[src/rtl/serial_adder_ctrl.sv]
// Bit-serial adder controller: accepts two operands over valid/ready, adds them
// LSB-first through one full adder cell, and holds the result until it is taken.
module serial_adder_ctrl #(
   parameter int unsigned WIDTH = 8
) (
   input  logic             clk,
   input  logic             rst_n,
   input  logic             inValid,
   output logic             inReady,
   input  logic [WIDTH-1:0] opA,
   input  logic [WIDTH-1:0] opB,
   input  logic             cin,
   input  logic             clear,
   output logic             outValid,
   input  logic             outReady,
   output logic [WIDTH-1:0] sum,
   output logic             cout,
   output logic             ovf,
   output logic             busy
);

   localparam int unsigned CNT_W = (WIDTH > 1) ? $clog2(WIDTH) : 1;

   typedef enum logic [1:0] {
      IDLE = 2'd0,
      RUN  = 2'd1,
      DONE = 2'd2
   } stateT;

   stateT            state;
   stateT            stateNext;
   logic [CNT_W-1:0] bitCnt;
   logic [WIDTH-1:0] aReg;
   logic [WIDTH-1:0] bReg;
   logic [WIDTH-1:0] aNext;
   logic             carry;
   logic             accept;
   logic             step;
   logic             finish;
   logic             halfSum;
   logic             halfCarry0;
   logic             halfCarry1;
   logic             sumBit;
   logic             faCarry;

   // Full adder cell: two half adders plus an OR for the carry.
   halfAdder u_ha0 (.a(aReg[0]), .b(bReg[0]), .s(halfSum), .c(halfCarry0));
   halfAdder u_ha1 (.a(halfSum), .b(carry),   .s(sumBit),  .c(halfCarry1));
   assign faCarry = halfCarry0 | halfCarry1;

   // Sum bits enter the A register from the top as its operand bits drain out the bottom.
   if (WIDTH == 1) begin : gNarrow
      assign aNext = sumBit;
   end else begin : gWide
      assign aNext = {sumBit, aReg[WIDTH-1:1]};
   end

   always_ff @(posedge clk or negedge rst_n) begin
      if (!rst_n) begin
         state <= IDLE;
      end else begin
         state <= stateNext;
      end
   end

   always_comb begin
      stateNext = state;
      accept    = 1'b0;
      step      = 1'b0;
      finish    = 1'b0;
      if (clear) begin
         stateNext = IDLE;
      end else begin
         case (state)
            IDLE: begin
               if (inValid) begin
                  accept    = 1'b1;
                  stateNext = RUN;
               end
            end
            RUN: begin
               step = 1'b1;
               if (bitCnt == CNT_W'(WIDTH - 1)) begin
                  finish    = 1'b1;
                  stateNext = DONE;
               end
            end
            DONE: begin
               if (outReady) begin
                  stateNext = IDLE;
               end
            end
            default: stateNext = IDLE;
         endcase
      end
   end

   // Datapath; completed results only move to sum/cout/ovf on the final bit.
   always_ff @(posedge clk or negedge rst_n) begin
      if (!rst_n) begin
         bitCnt <= '0;
         aReg   <= '0;
         bReg   <= '0;
         carry  <= 1'b0;
         sum    <= '0;
         cout   <= 1'b0;
         ovf    <= 1'b0;
      end else if (clear) begin
         bitCnt <= '0;
         carry  <= 1'b0;
      end else if (accept) begin
         aReg   <= opA;
         bReg   <= opB;
         carry  <= cin;
         bitCnt <= '0;
      end else if (step) begin
         aReg   <= aNext;
         bReg   <= bReg >> 1;
         carry  <= faCarry;
         bitCnt <= bitCnt + CNT_W'(1);
         if (finish) begin
            sum  <= aNext;
            cout <= faCarry;
            ovf  <= faCarry ^ carry;
         end
      end
   end

   assign inReady  = (state == IDLE);
   assign outValid = (state == DONE);
   assign busy     = (state == RUN);

endmodule

// Half adder cell used to build the serial full adder.
module halfAdder (
   input  logic a,
   input  logic b,
   output logic s,
   output logic c
);
   assign s = a ^ b;
   assign c = a & b;
endmodule

[config.mk]
export PLATFORM = sky130hd
export DESIGN_NAME = serial_adder_ctrl
export DESIGN_NICKNAME = d
export VERILOG_FILES = /design/src/rtl/serial_adder_ctrl.sv
export SDC_FILE = /design/constraint.sdc
export NUM_CORES = 1
export LEC_CHECK = 0
export ABC_AREA = 1
export BUFFER_PORTS_ARGS = -buffer_cell sky130_fd_sc_hd__buf_2
export CORE_UTILIZATION = 50
export CTS_CLUSTER_SIZE = 20
export DETAILED_ROUTE_END_ITERATION = 10
export GPL_TIMING_DRIVEN = 0
export PLACE_DENSITY_LB_ADDON = 0.25
export REMOVE_ABC_BUFFERS = 1
export SLEW_MARGIN = 20
export SYNTH_ARGS = -nofsm -noshare
export SYNTH_HDL_FRONTEND = slang
export SYNTH_HIERARCHICAL = 1
export SYNTH_SLANG_ARGS = --single-unit
[constraint.sdc]
create_clock -name clk -period 3.8 [get_ports clk]
set_input_delay 0.95 -clock clk [delete_from_list [all_inputs] [get_ports clk]]
set_output_delay 0.95 -clock clk [all_outputs]
set_load 0.1 [all_outputs]
==> results of run 1 <==
-- worst min-delay path by stage --
stage               slack [ns]  depth (start not counted)                   to                start
global placement          0.45                          2   sum[5]$_DFFE_PN0P_   sum[5]$_DFFE_PN0P_
finish                    0.47                          2   sum[4]$_DFFE_PN0P_   sum[4]$_DFFE_PN0P_
global route              0.49                          2   sum[4]$_DFFE_PN0P_   sum[4]$_DFFE_PN0P_
CTS                       0.48                          2      ovf$_DFFE_PN0P_      ovf$_DFFE_PN0P_
detailed placement        0.45                          2   sum[2]$_DFFE_PN0P_   sum[2]$_DFFE_PN0P_
floorplan                 0.47                          2  bReg[1]$_DFFE_PN0P_  bReg[2]$_DFFE_PN0P_
-- synth_stat cells (2+ instances only) --
| master | instances |
|---|---|
| sky130_fd_sc_hd__a21oi_1 | 3 |
| sky130_fd_sc_hd__o21ai_0 | 2 |
| sky130_fd_sc_hd__nand3_1 | 33 |
| sky130_fd_sc_hd__buf_2 | 6 |
| sky130_fd_sc_hd__dfrtp_1 | 32 |
| sky130_fd_sc_hd__nand4_1 | 16 |
| sky130_fd_sc_hd__ha_1 | 4 |
| sky130_fd_sc_hd__nor2_1 | 3 |
| sky130_fd_sc_hd__inv_1 | 7 |
| sky130_fd_sc_hd__nand3_4 | 2 |
| sky130_fd_sc_hd__nand2_1 | 57 |
-- state kept, by name, summed over array words and instances, names as in the netlist --
name	flops
bitCnt	3
sum	8
ovf	1
state	2
aReg	8
bReg	8
carry	1
cout	1
-- cell families (layout without fill, tap and decap cells) --
family | Yosys count | count (layout)
compound gates | 6 | 6
flops | 32 | 32
simple gates | 114 | 114
fa+ha+maj | 4 | 4
xor+xnor | 1 | 1
buf+inv | 17 | 50
-- layer usage --
metal,GRT usage (%),up-vias
li1,-,653
met5,0,-
met3,7.94,5
met1,28.0,633
met4,9.41,0
met2,36.1,40
-- worst max-delay path, delay by kind of cell, from the launching register on --
kind          cells  cell delay (ns)
buf+inv           1             0.52
flops             1             0.47
simple gates      1             0.40
-- final cells by class --
| cell class | count | area [um^2] | share of cell area [%] |
|---|---|---|---|
| clock buffer | 6 | 41.3 | 2.35 |
| timing repair buffer | 34 | 170 | 9.70 |
| multi-input combinational | 125 | 638 | 36.4 |
| sequential | 32 | 801 | 45.6 |
| tap | 31 | 38.8 | 2.21 |
| inverter | 8 | 30.0 | 1.71 |
| clock inverter | 2 | 35.0 | 2.00 |
-- through the flow --
stage / worst slack [ns] / hold slack (ns) / instance area, um^2 / total power, mW / util (%)
after detailed placement: 1.01 / 0.453 / 1680 / 0.579 / 59.3
final: 1.11 / 0.474 / 1750 / 0.831 / 62.0
after CTS: 1.10 / 0.476 / 1750 / 0.834 / 62.0
after global placement: 1.04 / 0.448 / 1680 / 0.571 / 59.3
after floorplan: 1.08 / 0.466 / 1470 / 0.528 / -
after global routing: 0.993 / 0.493 / 1750 / 0.877 / 62.0
-- report_power, final --
part	leakage (nW)	switching (mW)	total (mW)	internal [mW]
registers	0.421	0.0360	0.425	0.389
clock network	0.0422	0.121	0.259	0.138
logic	0.489	0.0956	0.147	0.0515
total	0.953	0.253	0.831	0.578
-- cells in the final DEF (no fill, tap or decap), drive strengths merged --
master	synthesis	routed
bufinv	0	1
clkbuf	1	6
ha	4	4
nand2	58	58
clkinv	0	1
dfrtp	32	32
o21ai	3	3
xor2	1	1
a21oi	3	3
inv	8	8
nand3	35	35
nand4	16	16
buf	8	34
nor2	5	5
==> results_dict.tcl, run 1 <==
set metrics [dict create \
    drt_pass1_iterations 4 \
    wl_met1_um 1400 \
    fin_nets 232 \
    worst_setup_hold_path_clk_slew_ns 0.10 \
    dominantRegCellSynth "sky130_fd_sc_hd__dfrtp_1" \
    grt_start_max_net_pins 33 \
    route.met2.wl_um 1500 \
    cts_setup_buffers 0 \
    worst-path-max-fanout 19 \
    cts_inserted_buffers 5 \
    floorplan.initialDensity_pct 53.8 \
    clock_sink_count 32 \
    grt_overflow_total 0 \
    floorplan.io_pins 35 \
    fraction_of_post_synthesis_cell_area_in_the_top_cell_type_by_area_pct 52.6 \
    clkLatencyLatePin_ns 0.35 \
    worstRegToRegCells 6 \
    finalWorstPathRequiredPeriod_ns 2.69 \
    min_period_over_period_pct 70.8 \
    dieArea_um2 3270 \
    clock_tree.root_cell "sky130_fd_sc_hd__clkbuf_4" \
    rrSetupSlack_ns 2.15 \
    synth.avg_cell_area_um2 8.74 \
    via_count_of_the_first_global_routing_pass 1216 \
    grt_pass1_wl_um 5460 \
    critPathLaunchType "flip-flop" \
    p_leak_nw 0.953 \
    track_usage_pct 22.6 \
    met3_wirelength_um 164 \
    syn-cell-area_um2 1520 \
    setup_viol 0 \
    netlist-cell-type-count 20 \
    slew_viol_final 0 \
    synth-async-reset-ratio_pct 100 \
    tritoncts "built" \
    synthXorXnorAreaFrac_pct 0.576 \
    floorplan.die.width_um 57.2 \
    rsz_0062_raised_after_global_routing "false" \
    dp_hpwl_um 2070 \
    synth_edf_count 0 \
    synth.yosys.warnings 6 \
    setup.worst_path.end "inReady" \
    totalWireLength_um 3130 \
    max-cap-violations 0 \
    critical_path.max_stage_delay_ns 0.52 \
    powerDensity_nw_per_um2 474 \
    gp_routability_congestion 0.797 \
    initialDrtViolationCount 64 \
    status "finished, final reports clean" \
    cts_hold_repair.buffers 0 \
    timing.setup.tns_ns 0 \
    critPathArrivalTime_ns 1.74 \
    startpoint "state[0]$_DFFE_PN0P_" \
    port-buffer-count 34 \
    layout-area-overhead-vs-synth_pct 15.3 \
    post_synth_fa_ha_maj_area_fraction_pct 3.29 \
    place_inst 230 \
    cts_htree_levels 2 \
    synthDominantAreaCellType "sky130_fd_sc_hd__dfrtp_1" \
    synth-seq-area-share_pct 52.6 \
    synth_mux_area_share_pct 0 \
    synth_top_cells_by_area "sky130_fd_sc_hd__dfrtp_1 (53%), sky130_fd_sc_hd__nand2_1 (14%), sky130_fd_sc_hd__nand3_1 (11%)" \
    highest_metal_layer_with_signal_wires "met4" \
    hold_viol 0 \
    slew_headroom_pct 50.1 \
    post_synth_and_or_nand_nor_area_fraction_pct 36.1 \
    core_footprint_um2 2830 \
    series_of_cell_instances_along_the_critical_path "nor2_4 -> buf_2" \
    fillCellCount 267 \
    via_count 1331 \
    cells_after_synth 174 \
    hp-class "reg -> reg" \
    yosys_register_bits 32 \
    worstReg2RegStart "state[1]$_DFFE_PN0P_" \
    cts_repair_resize_count 0 \
    vdd.ir_drop.worst_mv 0.314 \
    path_class "reg -> out" \
    viasPerCell 5.59 \
    cp.required_ns 2.85 \
    row_count 19 \
    remaining_drc_errors 0 \
    die-height_um 57.2 \
    cts_max_path_buffers 2 \
    final_routed_wire_length_divided_by_cell_count_um 13.1 \
    final.setup_skew_ns 0.0126 \
    postRouteAntennaNets 0 \
    synth_compound_area_share_pct 1.97 \
    timing.fmax_ghz 0.372 \
    worst_r2r_endpoint "sum[7]$_DFFE_PN0P_" \
    final_cells 238 \
    synth_top_family_by_area "simple AND/OR/NAND/NOR gates" \
    max_slew.worst_pin.slew_ns 0.748 \
    post_route_cells_drive_above_1_share_pct 22.7 \
    critical_path.slowest_cell "sky130_fd_sc_hd__buf_2" \
    antenna_found_initial 0 \
    antenna_cells_inserted 0 \
    worst_setup_path_end_kind "primary output" \
]
Note: power is estimated with default switching activity, not from simulation.
==> run 2: changes to the inputs <==
--- a/config.mk
+++ b/config.mk
@@ -5,7 +5,7 @@
 export SDC_FILE = /design/constraint.sdc
 export NUM_CORES = 1
 export LEC_CHECK = 0
-export ABC_AREA = 1
+export ABC_AREA = 0
 export BUFFER_PORTS_ARGS = -buffer_cell sky130_fd_sc_hd__buf_2
 export CORE_UTILIZATION = 50
 export CTS_CLUSTER_SIZE = 20
==> constraint.sdc (replaced) <==
create_clock -name clk -period 2.8 [get_ports clk]
set_input_delay 0.7 -clock clk [delete_from_list [all_inputs] [get_ports clk]]
set_output_delay 0.7 -clock clk [all_outputs]
set_load 0.1 [all_outputs]
==> run 2 against run 1 <==
  * Synthesized cell count decreased by 38%
  * First-iteration DRC count decreased by 86%
  * Register-to-register slack got worse by 1.5 ns
  * Critical endpoint is now busy
  * Total power increased by 32%
  * Worst setup slack got worse by 0.70 ns
  * Clock-buffer cell count increased by 1
  * Cell area decreased by 3.1%
  * Clock power increased by 52%
  * Sequential cell count unchanged
==> results_dict.tcl, run 2 <==
set metrics [dict create \
    status "finished, final reports clean" \
    remaining_drc_errors 0 \
    viasPerCell 5.65 \
    p_sw_mw 0.274 \
    cts_inserted_buffers 5 \
    critPathArrivalTime_ns 1.69 \
    post-synth-top-count-cell "sky130_fd_sc_hd__dfrtp_1" \
    grt_start_max_net_pins 33 \
    worst_setup_hold_path_clk_slew_ns 0.10 \
    synth_edf_count 0 \
    floorplan.die.width_um 55.6 \
    clock_sink_count 32 \
    slew_viol_final 0 \
    drt_pass1_iterations 4 \
    power_frac_comb_pct 13.8 \
    floorplan.io_pins 35 \
    synth.avg_cell_area_um2 13.3 \
    final.setup_skew_ns 0.0100 \
    min_period_over_period_pct 85.3 \
    timing.setup.tns_ns 0 \
    row_count 19 \
    worst-path-max-fanout 8 \
    final_routed_wire_length_divided_by_cell_count_um 15.7 \
    totalWireLength_um 2740 \
    track_usage_pct 20.1 \
    post_route_cells_drive_above_1_share_pct 37.5 \
    netlist-cell-type-count 26 \
    rrSetupSlack_ns 0.70 \
    critPathLaunchType "flip-flop" \
    synthDominantAreaCellType "sky130_fd_sc_hd__dfrtp_1" \
    grt_overflow_total 0 \
    cts_setup_buffers 0 \
    die-height_um 55.6 \
    layout.cells.most_common_list "sky130_fd_sc_hd__buf_2 (34), sky130_fd_sc_hd__dfrtp_1 (32), sky130_fd_sc_hd__a22o_1 (16), sky130_fd_sc_hd__a21o_1 (15), sky130_fd_sc_hd__mux2_2 (8)" \
    fraction_of_post_synthesis_cell_area_in_the_top_cell_type_by_area_pct 55.8 \
    worst_setup_path_end_kind "primary output" \
    clock_tree.root_cell "sky130_fd_sc_hd__clkbuf_4" \
    floorplan.initialDensity_pct 52.5 \
    layout-area-overhead-vs-synth_pct 18.4 \
    fin_nets 169 \
    syn-cell-area_um2 1440 \
    finalWorstPathRequiredPeriod_ns 2.39 \
    pwr-share-seq_pct 50.3 \
    worstRegToRegCells 3 \
    core_footprint_um2 2730 \
    place_ws_ns 0.378 \
    power.share.clock_pct 35.9 \
    worst_r2r_endpoint "bReg[7]$_DFFE_PN0P_" \
    via_count_of_the_first_global_routing_pass 989 \
    setup_viol 0 \
    cts_max_path_buffers 2 \
    max_slew.worst_pin.slew_ns 0.949 \
    switching_share_pct 24.9 \
    synth.yosys.warnings 6 \
    hp-class "in -> async" \
    cts_repair_resize_count 0 \
    tritoncts "built" \
    largest_registers "aReg: 8 flops, bReg: 8 flops, sum: 8 flops" \
    gp_routability_congestion 0.708 \
    critical_path.slowest_cell "sky130_fd_sc_hd__dfrtp_1" \
    ff_latch_area_um2 801 \
    path_class "reg -> out" \
    powerDensity_nw_per_um2 646 \
    via_count 988 \
    synth_top_cells_by_area "sky130_fd_sc_hd__dfrtp_1 (56%), sky130_fd_sc_hd__a22o_1 (9.8%), sky130_fd_sc_hd__a21o_1 (7.8%)" \
    worstReg2RegStart "state[1]$_DFFE_PN0P_" \
    postRouteAntennaNets 0 \
    cp.required_ns 2.10 \
    antenna_found_initial 0 \
    p_leak_nw 0.967 \
    rsz_0062_raised_after_global_routing "false" \
    synth-async-reset-ratio_pct 100 \
    series_of_cell_instances_along_the_critical_path "nor2b_1 -> buf_2" \
    dominantRegCellSynth "sky130_fd_sc_hd__dfrtp_1" \
    synthTopCellsByCount "sky130_fd_sc_hd__dfrtp_1 (32), sky130_fd_sc_hd__a22o_1 (16), sky130_fd_sc_hd__a21o_1 (15), sky130_fd_sc_hd__mux2_2 (8), sky130_fd_sc_hd__nor2_1 (5)" \
    port-buffer-count 34 \
    critical_path.max_stage_delay_ns 0.52 \
    vdd.ir_drop.worst_mv 0.441 \
    slew_headroom_pct 36.5 \
    hold_viol 0 \
    antenna_cells_inserted 0 \
    initialDrtViolationCount 9 \
    synth-seq-area-share_pct 55.8 \
    cellInternalPower_mw 0.825 \
    clkLatencyLatePin_ns 0.33 \
    dp_hpwl_um 1860 \
    max-cap-violations 0 \
    multi_input_gate_area_um2 594 \
    dieArea_um2 3090 \
    leading_cell_type_in_the_layout_fill_and_taps_excluded "sky130_fd_sc_hd__buf_2" \
    cts_htree_levels 2 \
    cells_after_synth 108 \
    yosys_register_bits 32 \
    timing.fmax_ghz 0.419 \
    cts_hold_repair.buffers 0 \
    worst_slack_ns 0.412 \
    grt_pass1_wl_um 4690 \
    fillCellCount 219 \
]
-- run 2: logic make-up (layout without fill, tap and decap cells) --
logic type / count (synthesis) / count (layout) / synth area share (%)
adders and majority gates: 4 / 4 / 3.49
xor gates and xnor gates: 1 / 1 / 0.610
and+or+nand+nor: 15 / 15 / 7.93
DFF: 32 / 32 / 55.8
muxes: 10 / 10 / 7.76
buffers and inverters: 6 / 42 / 2.79
AOI/OAI and AO/OA: 40 / 40 / 21.6
-- run 2: critical path: cells and delay by family (launching register included) --
family,cells,cell delay [ns]
flip-flops,1,0.52
buffers and inverters,1,0.49
AND/OR/NAND/NOR,1,0.34
-- run 2: final cells by class --
class,instances,area share (%)
well taps,31,2.28
clock inverters,1,1.77
repair buffers,34,10.0
clock buffers,7,3.83
flip-flops and latches,32,47.1
multi-input cells,70,35.0
-- run 2: how the worst max path moves through the flow --
stage                          from                   to  cells past startpoint
2_1_floorplan  state[0]$_DFFE_PN0P_                 busy                      1
6_report       state[0]$_DFFE_PN0P_                 busy                      2
3_3_place_gp                  clear  bReg[7]$_DFFE_PN0P_                      4
5_1_grt        state[0]$_DFFE_PN0P_                 busy                      2
4_1_cts        state[0]$_DFFE_PN0P_                 busy                      2
3_5_place_dp                  clear  bReg[7]$_DFFE_PN0P_                      4
-- run 2: power by group through the flow --
stage | Sequential (mW) | Clock [mW] | Combinational, mW
final | 0.552 | 0.394 | 0.152
after global routing | 0.559 | 0.428 | 0.169
after CTS | 0.552 | 0.401 | 0.155
after detailed placement | 0.561 | 0 | 0.153
after global placement | 0.556 | 0 | 0.148
after floorplan | 0.550 | 0 | 0.108
-- run 2: through the flow --
| stage | utilization (%) | area (um^2) | hold WS, ns | total power, mW | instances |
|---|---|---|---|---|---|
| 6_report | 62.2 | 1700 | 0.405 | 1.10 | 175 |
| 5_1_grt | 62.2 | 1700 | 0.454 | 1.16 | 175 |
| 4_1_cts | 62.2 | 1700 | 0.417 | 1.11 | 175 |
| 3_5_place_dp | 58.7 | 1600 | 0.466 | 0.714 | 167 |
| 3_3_place_gp | 58.7 | 1600 | 0.460 | 0.704 | 167 |
| 2_1_floorplan | - | 1400 | 0.404 | 0.658 | 102 |
-- run 2: per-layer routing --
layer | track usage [%] | up-vias | part of all wire (%)
met1 | 25.8 | 479 | 45
met3 | 7.21 | 6 | 5.0
met2 | 31.7 | 24 | 48
met5 | 0 | - | 0
li1 | - | 479 | -
met4 | 7.14 | 0 | 1.6
